==> src/rtl/otter_ecc_pkg.sv <==
// Shared Hamming(38,32) code for the OTTER data memory: state encoding, code
// geometry and the encode/correct functions used by both the writer and the read-stage checker.
package otter_ecc_pkg;

  localparam int ECC_PBITS    = 6;
  localparam int ECC_CODE_LEN = 38;

  typedef enum logic [1:0] {
    ST_IDLE,
    ST_READ,
    ST_MERGE,
    ST_WRITE
  } ecc_state_t;

  typedef struct packed {
    logic [31:0] data;
    logic        corr;
    logic        uncorr;
  } ecc_res_t;

  // Data bits occupy the non-power-of-two code positions 1..38 in ascending order.
  function automatic logic [ECC_PBITS-1:0] ecc_encode(input logic [31:0] d);
    logic [ECC_PBITS-1:0] p;
    logic [4:0]           j;
    p = '0;
    j = '0;
    for (int pos = 1; pos <= ECC_CODE_LEN; pos++) begin
      if ((pos & (pos - 1)) != 0) begin
        if (d[j]) p = p ^ pos[ECC_PBITS-1:0];
        j = j + 5'd1;
      end
    end
    return p;
  endfunction

  function automatic ecc_res_t ecc_correct(input logic [31:0] d, input logic [ECC_PBITS-1:0] p);
    ecc_res_t             r;
    logic [ECC_PBITS-1:0] syn;
    logic [4:0]           j;
    syn      = ecc_encode(d) ^ p;
    r.data   = d;
    r.corr   = 1'b0;
    r.uncorr = 1'b0;
    j        = '0;
    if (syn > 6'(ECC_CODE_LEN)) r.uncorr = 1'b1;
    else if (syn != '0)         r.corr   = 1'b1;
    // A syndrome naming a parity position never matches here, leaving data untouched.
    for (int pos = 1; pos <= ECC_CODE_LEN; pos++) begin
      if ((pos & (pos - 1)) != 0) begin
        if (pos[ECC_PBITS-1:0] == syn) r.data[j] = ~r.data[j];
        j = j + 5'd1;
      end
    end
    return r;
  endfunction

endpackage

==> src/rtl/otter_mem_ecc_writer.sv <==
// ECC write stage: full store writes at N+1, partial store does read/correct/merge/write (MEM_WE at N+3).
// WR_READY only in IDLE; requests seen while busy are ignored and must be held by the requester.
module otter_mem_ecc_writer
  import otter_ecc_pkg::*;
#(
  parameter int ADDR_WIDTH = 14,
  parameter int CNT_WIDTH  = 16
) (
  input  logic                  MEM_CLK,
  input  logic                  MEM_RST_N,
  input  logic                  WR_REQ,
  input  logic [ADDR_WIDTH-1:0] WR_ADDR,
  input  logic [31:0]           WR_DATA,
  input  logic [3:0]            WR_BE,
  output logic                  WR_READY,
  output logic                  WR_DONE,
  output logic [ADDR_WIDTH-1:0] MEM_ADDR,
  output logic                  MEM_RE,
  output logic                  MEM_WE,
  output logic [31:0]           MEM_DIN,
  output logic [ECC_PBITS-1:0]  MEM_PIN,
  input  logic [31:0]           MEM_DOUT,
  input  logic [ECC_PBITS-1:0]  MEM_POUT,
  output logic                  ERR_CORR,
  output logic                  ERR_UNCORR,
  output logic [CNT_WIDTH-1:0]  CE_COUNT
);

  ecc_state_t            r_state;
  logic [ADDR_WIDTH-1:0] r_addr;
  logic [31:0]           r_data;
  logic [3:0]            r_be;
  logic                  r_ready;
  logic                  r_done;
  logic                  r_re;
  logic                  r_we;
  logic [31:0]           r_din;
  logic [ECC_PBITS-1:0]  r_pin;
  logic                  r_corr;
  logic                  r_uncorr;
  logic [CNT_WIDTH-1:0]  r_ce;

  ecc_res_t              w_fix;
  logic [31:0]           w_merged;

  assign w_fix = ecc_correct(MEM_DOUT, MEM_POUT);

  always_comb begin
    w_merged = w_fix.data;
    for (int b = 0; b < 4; b++) begin
      if (r_be[b]) w_merged[8*b +: 8] = r_data[8*b +: 8];
    end
  end

  always_ff @(posedge MEM_CLK or negedge MEM_RST_N) begin
    if (!MEM_RST_N) begin
      r_state  <= ST_IDLE;
      r_addr   <= '0;
      r_data   <= '0;
      r_be     <= '0;
      r_ready  <= 1'b1;
      r_done   <= 1'b0;
      r_re     <= 1'b0;
      r_we     <= 1'b0;
      r_din    <= '0;
      r_pin    <= '0;
      r_corr   <= 1'b0;
      r_uncorr <= 1'b0;
      r_ce     <= '0;
    end else begin
      r_done   <= 1'b0;
      r_re     <= 1'b0;
      r_we     <= 1'b0;
      r_corr   <= 1'b0;
      r_uncorr <= 1'b0;
      case (r_state)
        ST_IDLE: begin
          if (WR_REQ) begin
            r_addr <= WR_ADDR;
            r_data <= WR_DATA;
            r_be   <= WR_BE;
            if (WR_BE == 4'hF) begin
              r_state <= ST_WRITE;
              r_ready <= 1'b0;
              r_we    <= 1'b1;
              r_done  <= 1'b1;
              r_din   <= WR_DATA;
              r_pin   <= ecc_encode(WR_DATA);
            end else if (WR_BE == 4'h0) begin
              r_done  <= 1'b1;
            end else begin
              r_state <= ST_READ;
              r_ready <= 1'b0;
              r_re    <= 1'b1;
            end
          end
        end
        ST_READ: begin
          r_state <= ST_MERGE;
        end
        ST_MERGE: begin
          // Array data for the READ cycle is present now; error pulses ride with the write.
          r_state  <= ST_WRITE;
          r_we     <= 1'b1;
          r_done   <= 1'b1;
          r_din    <= w_merged;
          r_pin    <= ecc_encode(w_merged);
          r_corr   <= w_fix.corr;
          r_uncorr <= w_fix.uncorr;
          if (w_fix.corr && (r_ce != '1)) r_ce <= r_ce + CNT_WIDTH'(1);
        end
        ST_WRITE: begin
          r_state <= ST_IDLE;
          r_ready <= 1'b1;
        end
        default: r_state <= ST_IDLE;
      endcase
    end
  end

  assign WR_READY   = r_ready;
  assign WR_DONE    = r_done;
  assign MEM_ADDR   = r_addr;
  assign MEM_RE     = r_re;
  assign MEM_WE     = r_we;
  assign MEM_DIN    = r_din;
  assign MEM_PIN    = r_pin;
  assign ERR_CORR   = r_corr;
  assign ERR_UNCORR = r_uncorr;
  assign CE_COUNT   = r_ce;

endmodule

==> config.mk <==
export PLATFORM = sky130hd
export DESIGN_NAME = otter_mem_ecc_writer
export DESIGN_NICKNAME = d
export VERILOG_FILES = /design/src/rtl/otter_ecc_pkg.sv /design/src/rtl/otter_mem_ecc_writer.sv
export SDC_FILE = /design/constraint.sdc
export NUM_CORES = 1
export LEC_CHECK = 0
export ABC_AREA = 1
export ABC_CLOCK_PERIOD_IN_PS = 5750
export BUFFER_PORTS_ARGS = -buffer_cell sky130_fd_sc_hd__buf_2
export CORE_UTILIZATION = 37
export DETAILED_ROUTE_END_ITERATION = 10
export PLACE_DENSITY = 0.55
export SYNTH_ARGS = -nofsm -noshare
export SYNTH_HDL_FRONTEND = slang
export SYNTH_SLANG_ARGS = --single-unit
==> constraint.sdc <==
create_clock -name MEM_CLK -period 5.75 [get_ports MEM_CLK]
set_input_delay 0.575 -clock MEM_CLK [delete_from_list [all_inputs] [get_ports MEM_CLK]]
set_output_delay 0.575 -clock MEM_CLK [all_outputs]
set_load 0.05 [all_outputs]
# --- Word-level counts from Yosys, hierarchy flattened ---
# Index checks and enable logic that the tools add are counted.
totals:
  ff_bits: 112
  output_inout_bits: 74
  wordCells: 848
op_classes:
  addsub: 61
  order_cmp: 63
  eq_ne: 40
  muxes: 534
  n_bitwise: 126
  n_reduce_logical: 11
op_table:
  columns: ["operator", "count"]
  rows:
  - ["two-way mux 6 bit", 145]
  - ["two-way mux 5 bit", 170]
  - ["less-than comparator 5 x 6 -> 1 bit (second input constant)", 62]
  - ["binary-select mux 1 bit (select 5 bit)", 62]
  - ["adder 5 x 1 -> 5 bit (second input constant)", 60]
  - ["inverter 3 bit", 39]
  - ["two-way mux 32 bit", 3]
  - ["== test 5 x 6 -> 1 bit (first input constant)", 15]
  - ["two-way mux 4 bit", 22]
  - ["two-way mux 1 bit", 80]
  - ["inverter 2 bit", 32]
  - ["one-hot mux 32 bit (2 select lines)", 1]
  - ["inverter 4 bit", 15]
  - ["== test 4 x 6 -> 1 bit (first input constant)", 7]
  - ["two-way mux 8 bit", 5]
  - ["== test 6 bit (first input constant)", 6]
  - ["inverter 1 bit", 32]
  - ["two-way mux 31 bit", 1]
  - ["two-way mux 3 bit", 10]
  - ["two-way mux 30 bit", 1]
  - ["two-way mux 29 bit", 1]
  - ["two-way mux 28 bit", 1]
  - ["two-way mux 27 bit", 1]
  - ["two-way mux 26 bit", 1]
  - ["other kinds (42)", 63]

# --- Longest topological paths before layout ---
# Gate-level depths: netlist of run 1.
logic_depth:
  word_depth: 193
  ltp_mapped: 34
  ltp_nobuf: 33

# --- Worst setup path after synthesis of run 1 ---
# OpenSTA, ideal clock, no wires.
synth_timing:
  kind: "in2reg"
  start: "input MEM_DOUT[0]"
  end: "register r_pin[1] (netlist: MEM_PIN[1])"
  t_arrival_ps: 2765
  slack_ps: 2868
  path_stages: 27
  path_buffers: 1
  cell_sequence: "buf_4 > xnor2_1 > or2_1 > nand2_1 > nand2_1 > nand2_1 > inv_1 > nand3_2 > nand2_8 > nor2_8 > nand3_1 > nand2_1 > nand3_1 > o21ai_2 > inv_1 > nand2_1 > nand2_1 > nand2_1 > nand3_1 > nand2_1 > inv_1 > nand2_1 > nand2_1 > nand2_1 > nand3_1 > nand2_1 > nand2_1"
synth_between:
  elab_chain_len: 165
  word_cells_on_any_way: 243
  classes_between: "eq/ne: 32; mux: 166; bitwise: 45"
synth_lines:
  columns: ["element", "line", "source"]
  rows:
  - ["from (decl)", "otter_mem_ecc_writer.sv:22", "input logic [31:0] MEM_DOUT,"]
  - ["two-way mux 2 bit", "otter_ecc_pkg.sv:29", "if (d[j]) p = p ^ pos[ECC_PBITS-1:0];"]
  - ["inverter 1 -> 2 bit (no line) / two-way mux 3 bit (equally long branches)", null, null]
  - ["two-way mux 3 bit / inverter 2 bit (equally long branches)", null, null]
  - ["two-way mux 3 bit", "otter_ecc_pkg.sv:29", null]
  - ["inverter 3 bit (no line)", null, null]
  - ["two-way mux 3 bit", "otter_ecc_pkg.sv:29", null]
  - ["inverter 1 -> 2 bit (no line) / two-way mux 4 bit (equally long branches)", null, null]
  - ["two-way mux 4 bit / inverter 2 bit (equally long branches)", null, null]
  - ["[70 not listed]", null, null]
  - ["two-way mux 28 bit", "otter_ecc_pkg.sv:50", "if (pos[ECC_PBITS-1:0] == syn) r.data[j] = ~r.data[j];"]
  - ["two-way mux 29 bit", "otter_ecc_pkg.sv:50", null]
  - ["two-way mux 30 bit", "otter_ecc_pkg.sv:50", null]
  - ["two-way mux 31 bit", "otter_ecc_pkg.sv:50", null]
  - ["two-way mux 32 bit *", "otter_ecc_pkg.sv:50", null]
  - ["branches (longest 80 deep; another with two-way mux 8 bit)", null, null]
  - ["two-way mux 6 bit *", "otter_ecc_pkg.sv:29", null]
  - ["one-hot mux 6 bit (2 select lines) *", "otter_mem_ecc_writer.sv:76", "case (r_state)"]
  - ["to (signal assigned)", "otter_mem_ecc_writer.sv:88", "r_pin <= ecc_encode(WR_DATA);"]
  - ["to (signal assigned)", "otter_mem_ecc_writer.sv:107", "r_pin <= ecc_encode(w_merged);"]
  - ["to (decl)", "otter_mem_ecc_writer.sv:38", "logic [ECC_PBITS-1:0] r_pin;"]
# Mark *: on every way between the ends. The select of a mux whose other input is x is not followed.
# A chain may end at the register's enable or synchronous reset.

# --- Worst setup path in the final report of run 1 ---
layout_timing:
  start: "register r_state[0]"
  end: "register r_din[4] (netlist: MEM_DIN[4])"
layout_between:
  elab_chain_len: 3
  word_cells_on_any_way: 7
  classes_between: "eq/ne: 3; mux: 1; reduce/logical: 3"
layout_lines:
  columns: ["element", "line", "source"]
  rows:
  - ["from (decl)", "otter_mem_ecc_writer.sv:29", "ecc_state_t r_state;"]
  - ["from (signal assigned)", "otter_mem_ecc_writer.sv:57", "r_state <= ST_IDLE;"]
  - ["from (signal assigned)", "otter_mem_ecc_writer.sv:83", "r_state <= ST_WRITE;"]
  - ["from (signal assigned)", "otter_mem_ecc_writer.sv:92", "r_state <= ST_READ;"]
  - ["== test 2 bit / logical NOT 2 bit (equally long branches)", "otter_mem_ecc_writer.sv:76", null]
  - ["nonzero test 2 bit (no line) / inequality test 2 bit (equally long branches)", null, null]
  - ["AND reduction 3 bit (no line)", null, null]
  - ["to (signal assigned)", "otter_mem_ecc_writer.sv:106", "r_din <= w_merged;"]
  - ["to (decl)", "otter_mem_ecc_writer.sv:37", "logic [31:0] r_din;"]
# Several ways; a longest one is shown, not always the timed one.

==> metrics.txt, run 1 <==
Initial Util 37.9%; first-pass GRT wire length 50.0 mm; DR pass1 iterations 5; r2r setup slk 1.93 ns; DP HPWL 25.5 mm; syn nets 1,554; cell chain of the critical path inv_1, ha_1, nand2_2, buf_4, inv_1, nand2_1, o21ai_0, buf_4, inv_2, buf_4, a21oi_1, o21ai_0, nand2_1; setup tns final 0 ns; initial antenna violation count 1; clock-pin slew on the worst setup and hold paths 0.09 ns; Max-Cap Viols 0; Mapped Cells 1,459; Post-synth EDFFs 0; critical path type reg2reg; met2 global-route usage 40.1%; wire per inst 16.7 um; clock buffer depth 2; Via-to-Cell Ratio 4.90; Avg Inst Size Synth 6.55 sq um; source of the worst register-to-register timing path r_state[0]$_DFFE_PN0P_; Crit. End Element flip-flop; sequential-to-total area share from yosys stat 29.3%; ys async rst share 100%; placed insts 1,912; Reg2Reg Depth 13; vias in the first global route 8,898; crit path launch r_state[0]$_DFFE_PN0P_; final cell count without fillers 1,927; data arrival time of the critical path 4.05 ns; H-tree depth 3; Congestion Overflow GR 0; P&R area growth vs syn 13.7%; status complete, no violations; Max stage delay on crit path 0.70 ns; slew of the pin with the lowest slew margin 0.953 ns; Nets 1,688; Slew headroom 36.4%; crit path max fanout 89; buffers plus inverters on the worst setup path 6; Pleak 6.09 nW; M3 GR Usage 3.82%; period utilization 66.4%; Startpoint Class flip-flop; share of post-route cells with drive strength above 1 20.5%; Chip Height 163 um; pin count of the biggest net entering global routing 90; Required @ worst endpoint 5.98 ns; most used routing layer in global routing met2; critical path depth 13; CTS tree yes; Total Routing Usage GR 24.8%; final period demand of the worst path 3.82 ns; core area 25,300 sq um; Hold Slack 0.221 ns; gpl congestion 0.946; Peak VDD IR 483 uV; FMAX 262 MHz; Setup WS pre-CTS 1.94 ns; Synthesis Warnings 0; count of port buffers added during placement 164; total number of vias 9,442; global routing met1 resource utilization 34.4%; IO Count 165; CTS sink cnt 112; Clock Skew 0.0174 ns; most used cell, CP buf_4; hold buffer count at cts 0; cts repair resizes 0; Rows 58; Clock Latency Late Sink 0.36 ns; dominant synthesized flop cell dfrtp_1; post-CTS setup buffers 0; CP max-delay cell inv_2; Yosys cell types 43; Pwr Density 568 nW/um^2; worst r2r dst MEM_DIN[4]$_DFFE_PN0P_; die width 163 um; Critical Path End MEM_DIN[4]$_DFFE_PN0P_; Pins Over Slew Limit 0; Min-Delay Path Class in2async; # DRC 0; Final Hold Viols 0; FF+latch count, synth 112; Final WS setup 1.93 ns; cell area after synthesis 9560 sq um; WL final 32.3 mm; initial DRC count 774; Top Family by Delay on Critical Path buffers and inverters; antenna viol nets, final 0; total power 6.17 mW; n_diodes 0; unrepaired setup endpoints after global routing no; Die ar. 26,500 sq um; Root Buffer clkbuf_16; CTS Buf Count 9; Final setup violation count 0
## worst reg2reg max path: stages, from the launching register on
cell,delay [ns]
dfrtp_1,0.36
inv_1,0.07
ha_1,0.26
nand2_2,0.08
buf_4,0.64
inv_1,0.46
nand2_1,0.20
o21ai_0,0.09
buf_4,0.22
inv_2,0.70
buf_4,0.36
a21oi_1,0.05
o21ai_0,0.12
nand2_1,0.08
## layout make-up
| cell class | instances | area, sq um |
|---|---|---|
| multi-input cells | 1124 | 5840 |
| flip-flops and latches | 112 | 2800 |
| fillers | 2738 | 14400 |
| clock buffers | 9 | 225 |
| inverters | 177 | 674 |
| repair buffers | 169 | 861 |
| clock inverters | 6 | 53.8 |
| well taps | 330 | 413 |
## flip-flops by register name (all words and copies together) (netlist names)
| name | count |
|---|---|
| WR_DONE | 1 |
| MEM_PIN | 6 |
| MEM_RE | 1 |
| r_state | 2 |
| MEM_ADDR | 14 |
| ERR_UNCORR | 1 |
| r_data | 32 |
| WR_READY | 1 |
| CE_COUNT | 16 |
| r_be | 4 |
| ERR_CORR | 1 |
| MEM_DIN | 32 |
| MEM_WE | 1 |
## report_power, final
group          switching [mW]  internal (mW)  total, mW
Clock                   0.336          0.301      0.637
Sequential              0.229           1.13       1.36
Combinational            3.00           1.17       4.17
## cell usage in the layout, fill, tap and decap left out, types with 2 or more instances in the layout
master,count
nand2_2,28
o21ai_1,3
xor2_1,60
or2_1,2
nand4_1,20
nand2_8,3
o21ai_0,75
clkinv_1,3
o21ai_2,4
clkbuf_16,9
a21oi_1,39
inv_1,133
inv_2,37
nor3_1,2
or2_2,18
clkinvlp_4,3
nor2_1,39
buf_2,163
dfrtp_1,111
nand3_1,138
xnor2_1,70
inv_4,4
nor2_2,7
a31oi_1,3
nor2_8,2
nor4_1,4
nand2_1,557
nand3_2,14
nand2_4,10
buf_4,6
nand3b_1,5
ha_1,4
a21oi_2,2
nor2_4,9
inv_8,2
## Yosys cell counts, types with 5 or more instances
| library cell | n | area [sq um] |
|---|---|---|
| dfrtp_1 | 111 | 2780 |
| xnor2_1 | 70 | 613 |
| nand2_1 | 558 | 2090 |
| clkbuf_1 | 28 | 105 |
| nand3_2 | 14 | 140 |
| nor2_1 | 39 | 146 |
| nand2_2 | 27 | 169 |
| buf_4 | 7 | 52.6 |
| inv_1 | 135 | 507 |
| nor2_2 | 7 | 43.8 |
| nand3b_1 | 5 | 37.5 |
| nand4_1 | 20 | 125 |
| inv_2 | 35 | 131 |
| or2_2 | 18 | 113 |
| nor2_4 | 9 | 101 |
| nand3_1 | 138 | 691 |
| nand2_4 | 10 | 113 |
| o21ai_0 | 75 | 375 |
| buf_2 | 5 | 25.0 |
| a21oi_1 | 39 | 195 |
| xor2_1 | 60 | 526 |
## worst min-delay path by stage
stage / from / end / slack (ns) / depth (start not counted)
after floorplan: MEM_RST_N / CE_COUNT[0]$_DFFE_PN0P_ / 0.28 / 0
after global placement: MEM_ADDR[13]$_DFFE_PN0P_ / MEM_ADDR[13]$_DFFE_PN0P_ / 0.46 / 2
after detailed placement: MEM_ADDR[12]$_DFFE_PN0P_ / MEM_ADDR[12]$_DFFE_PN0P_ / 0.46 / 2
after CTS: MEM_RST_N / MEM_DIN[16]$_DFFE_PN0P_ / 0.25 / 1
after global routing: MEM_RST_N / MEM_DIN[17]$_DFFE_PN0P_ / 0.28 / 1
final: MEM_RST_N / MEM_DIN[16]$_DFFE_PN0P_ / 0.22 / 1
## metal layers
| metal | up-vias | routed length (um) |
|---|---|---|
| li1 | 4818 | - |
| met1 | 4322 | 15000 |
| met2 | 255 | 15000 |
| met3 | 45 | 1650 |
| met4 | 2 | 673 |
| met5 | - | 10 |
## per-stage QoR
stage	area, sq um	util (%)
after floorplan	9560	-
after global placement	10600	41.9
after detailed placement	10600	41.9
after CTS	10900	43.0
after global routing	10900	43.0
final	10900	43.0
## kinds of logic (layout without fill, tap and decap cells)
logic type | Yosys count | after routing | share of synthesized area, %
muxes | 1 | 1 | 0.118
DFF | 112 | 112 | 29.3
adders and majority gates | 4 | 4 | 0.524
AOI/OAI and AO/OA | 128 | 128 | 7.11
buffers and inverters | 223 | 361 | 9.63
xor gates and xnor gates | 131 | 131 | 12.1
and+or+nand+nor | 860 | 860 | 41.2
Note: power is estimated with default switching activity, not from simulation.
==> inputs of run 2 (changes only) <==
--- a/config.mk
+++ b/config.mk
@@ -6,7 +6,7 @@
 export NUM_CORES = 1
 export LEC_CHECK = 0
 export ABC_AREA = 1
-export ABC_CLOCK_PERIOD_IN_PS = 5750
+export ABC_CLOCK_PERIOD_IN_PS = 3800
 export BUFFER_PORTS_ARGS = -buffer_cell sky130_fd_sc_hd__buf_2
 export CORE_UTILIZATION = 37
 export DETAILED_ROUTE_END_ITERATION = 10
==> constraint.sdc (replaced) <==
create_clock -name MEM_CLK -period 3.8 [get_ports MEM_CLK]
set_input_delay 0.38 -clock MEM_CLK [delete_from_list [all_inputs] [get_ports MEM_CLK]]
set_output_delay 0.38 -clock MEM_CLK [all_outputs]
set_load 0.05 [all_outputs]
==> metrics.txt, run 2 (same netlist as run 1, synthesis figures left out) <==
status complete, no violations; Pleak 6.14 nW (+0.85%); critical path type in2reg; clock buffer depth 2 (unchanged); initial antenna violation count 0 (-1); Die ar. 26,500 sq um (unchanged); P&R area growth vs syn 14.6%; Final setup violation count 0 (unchanged); unrepaired setup endpoints after global routing no; Min-Delay Path Class in2async; DR pass1 iterations 5 (unchanged); H-tree depth 3 (unchanged); Congestion Overflow GR 0 (unchanged); Peak VDD IR 527 uV (+9.0%); Total Routing Usage GR 24.6% (-0.22 points); most common cell after layout, fill and taps aside nand2_1; Pins Over Slew Limit 0 (unchanged); share of post-route cells with drive strength above 1 20.6% (+0.14 points); WL final 31.8 mm (-1.6%); cts repair resizes 0 (unchanged); highest-count cells in the layout ignoring fill and taps nand2_1 (557), buf_2 (163), nand3_1 (138); Nets 1,691 (+0.18%); CTS sink cnt 112 (unchanged); IO Count 165 (unchanged); CTS Buf Count 9 (unchanged); Crit. End Element flip-flop; Chip Height 163 um (unchanged); period utilization 85.9%; clock-pin slew on the worst setup and hold paths 0.09 ns (about the same); DP HPWL 25.5 mm (about the same); hold buffer count at cts 0 (unchanged); count of port buffers added during placement 164 (unchanged); antenna viol nets, final 0 (unchanged); Reg2Reg Depth 12 (-1); Initial Util 37.9% (unchanged); Slew headroom 41.0% (+4.6 points); first-pass GRT wire length 49.6 mm (-0.79%); slew of the pin with the lowest slew margin 0.885 ns (-0.0682 ns); vias in the first global route 8,956 (+0.65%); die width 163 um (unchanged); setup tns final 0 ns (unchanged); data arrival time of the critical path 3.55 ns (-0.50 ns); fillcell total 2,727 (-0.40%); Clock Latency Late Sink 0.36 ns (about the same); Final Hold Viols 0 (unchanged); final period demand of the worst path 3.26 ns; initial DRC count 656 (-15%); FMAX 306 MHz; Root Buffer clkbuf_16; CP max-delay cell nor2_8; pin count of the biggest net entering global routing 89 (-1.1%); final cell count without fillers 1,932 (+0.26%); total number of vias 9,439 (-0.032%); # DRC 0 (unchanged); Clock Skew 0.0140 ns (-0.00339 ns); Max-Cap Viols 0 (unchanged); post-CTS setup buffers 0 (unchanged); Startpoint Class primary input; Max stage delay on crit path 0.27 ns (-0.43 ns); Via-to-Cell Ratio 4.89 (-0.29%); CTS tree yes; most used cell, CP nand2_1; Rows 58 (unchanged); crit path max fanout 17 (-81%); placed insts 1,915 (+0.16%); gpl congestion 0.925 (-2.2%); wire per inst 16.4 um (-1.8%); core area 25,300 sq um (unchanged); Required @ worst endpoint 4.09 ns (-1.89 ns); Pwr Density 860 nW/um^2 (+51%)
run 2: worst paths after layout:
kind	start	endpoint	slack, ns
max	MEM_DOUT[20]	MEM_PIN[2]$_DFFE_PN0P_	0.54
min in group MEM_CLK	WR_ADDR[2]	MEM_ADDR[2]$_DFFE_PN0P_	0.21
max in group asynchronous	MEM_RST_N	r_data[9]$_DFFE_PN0P_	2.87
max reg2reg	r_state[0]$_DFFE_PN0P_	MEM_DIN[24]$_DFFE_PN0P_	0.93
min	MEM_RST_N	MEM_DIN[17]$_DFFE_PN0P_	0.12
min reg2reg	MEM_ADDR[11]$_DFFE_PN0P_	MEM_ADDR[11]$_DFFE_PN0P_	0.48
run 2: critical path, delay by kind of cell:
kind | cells | cell delay, ns
buffers and inverters | 4 | 0.54
AO/OA/AOI/OAI | 2 | 0.33
AND/OR/NAND/NOR | 24 | 2.26
run 2: layout make-up:
| cell class | instances | area [sq um] | share of cell area (%) |
|---|---|---|---|
| clock buffer | 10 | 229 | 2.09 |
| clock inverter | 6 | 97.6 | 0.891 |
| timing repair buffer | 172 | 896 | 8.18 |
| tap | 330 | 413 | 3.77 |
| multi-input combinational | 1124 | 5840 | 53.3 |
| inverter | 177 | 674 | 6.16 |
| antenna | 1 | 2.50 | 0.0228 |
| sequential | 112 | 2800 | 25.6 |
run 2: metrics by stage:
| step | utilization (%) | power (mW) | hold WS [ns] | cell area [sq um] | worst slack (ns) |
|---|---|---|---|---|---|
| finish | 43.4 | 9.42 | 0.122 | 11000 | 0.537 |
| global route | 43.4 | 10.3 | 0.200 | 11000 | 0.232 |
| CTS | 43.4 | 9.48 | 0.162 | 11000 | 0.561 |
| detailed placement | 42.1 | 8.36 | 0.459 | 10600 | 0.187 |
| global placement | 42.1 | 8.33 | 0.458 | 10600 | 0.118 |
| floorplan | - | 6.81 | 0.0844 | 9560 | 1.11 |
run 2: layer usage:
| layer | vias up | GRT usage, % | routed length (um) |
|---|---|---|---|
| met5 | - | 0 | 0 |
| met4 | 0 | 7.05 | 601 |
| met3 | 36 | 4.00 | 1610 |
| met2 | 235 | 40.1 | 14700 |
| met1 | 4345 | 33.4 | 14900 |
| li1 | 4823 | - | - |
run 2: where the power goes:
group / switching [mW] / internal (mW) / total (mW)
combinational: 4.51 / 1.78 / 6.29
sequential: 0.347 / 1.72 / 2.06
clock: 0.477 / 0.591 / 1.07
total: 5.33 / 4.09 / 9.42
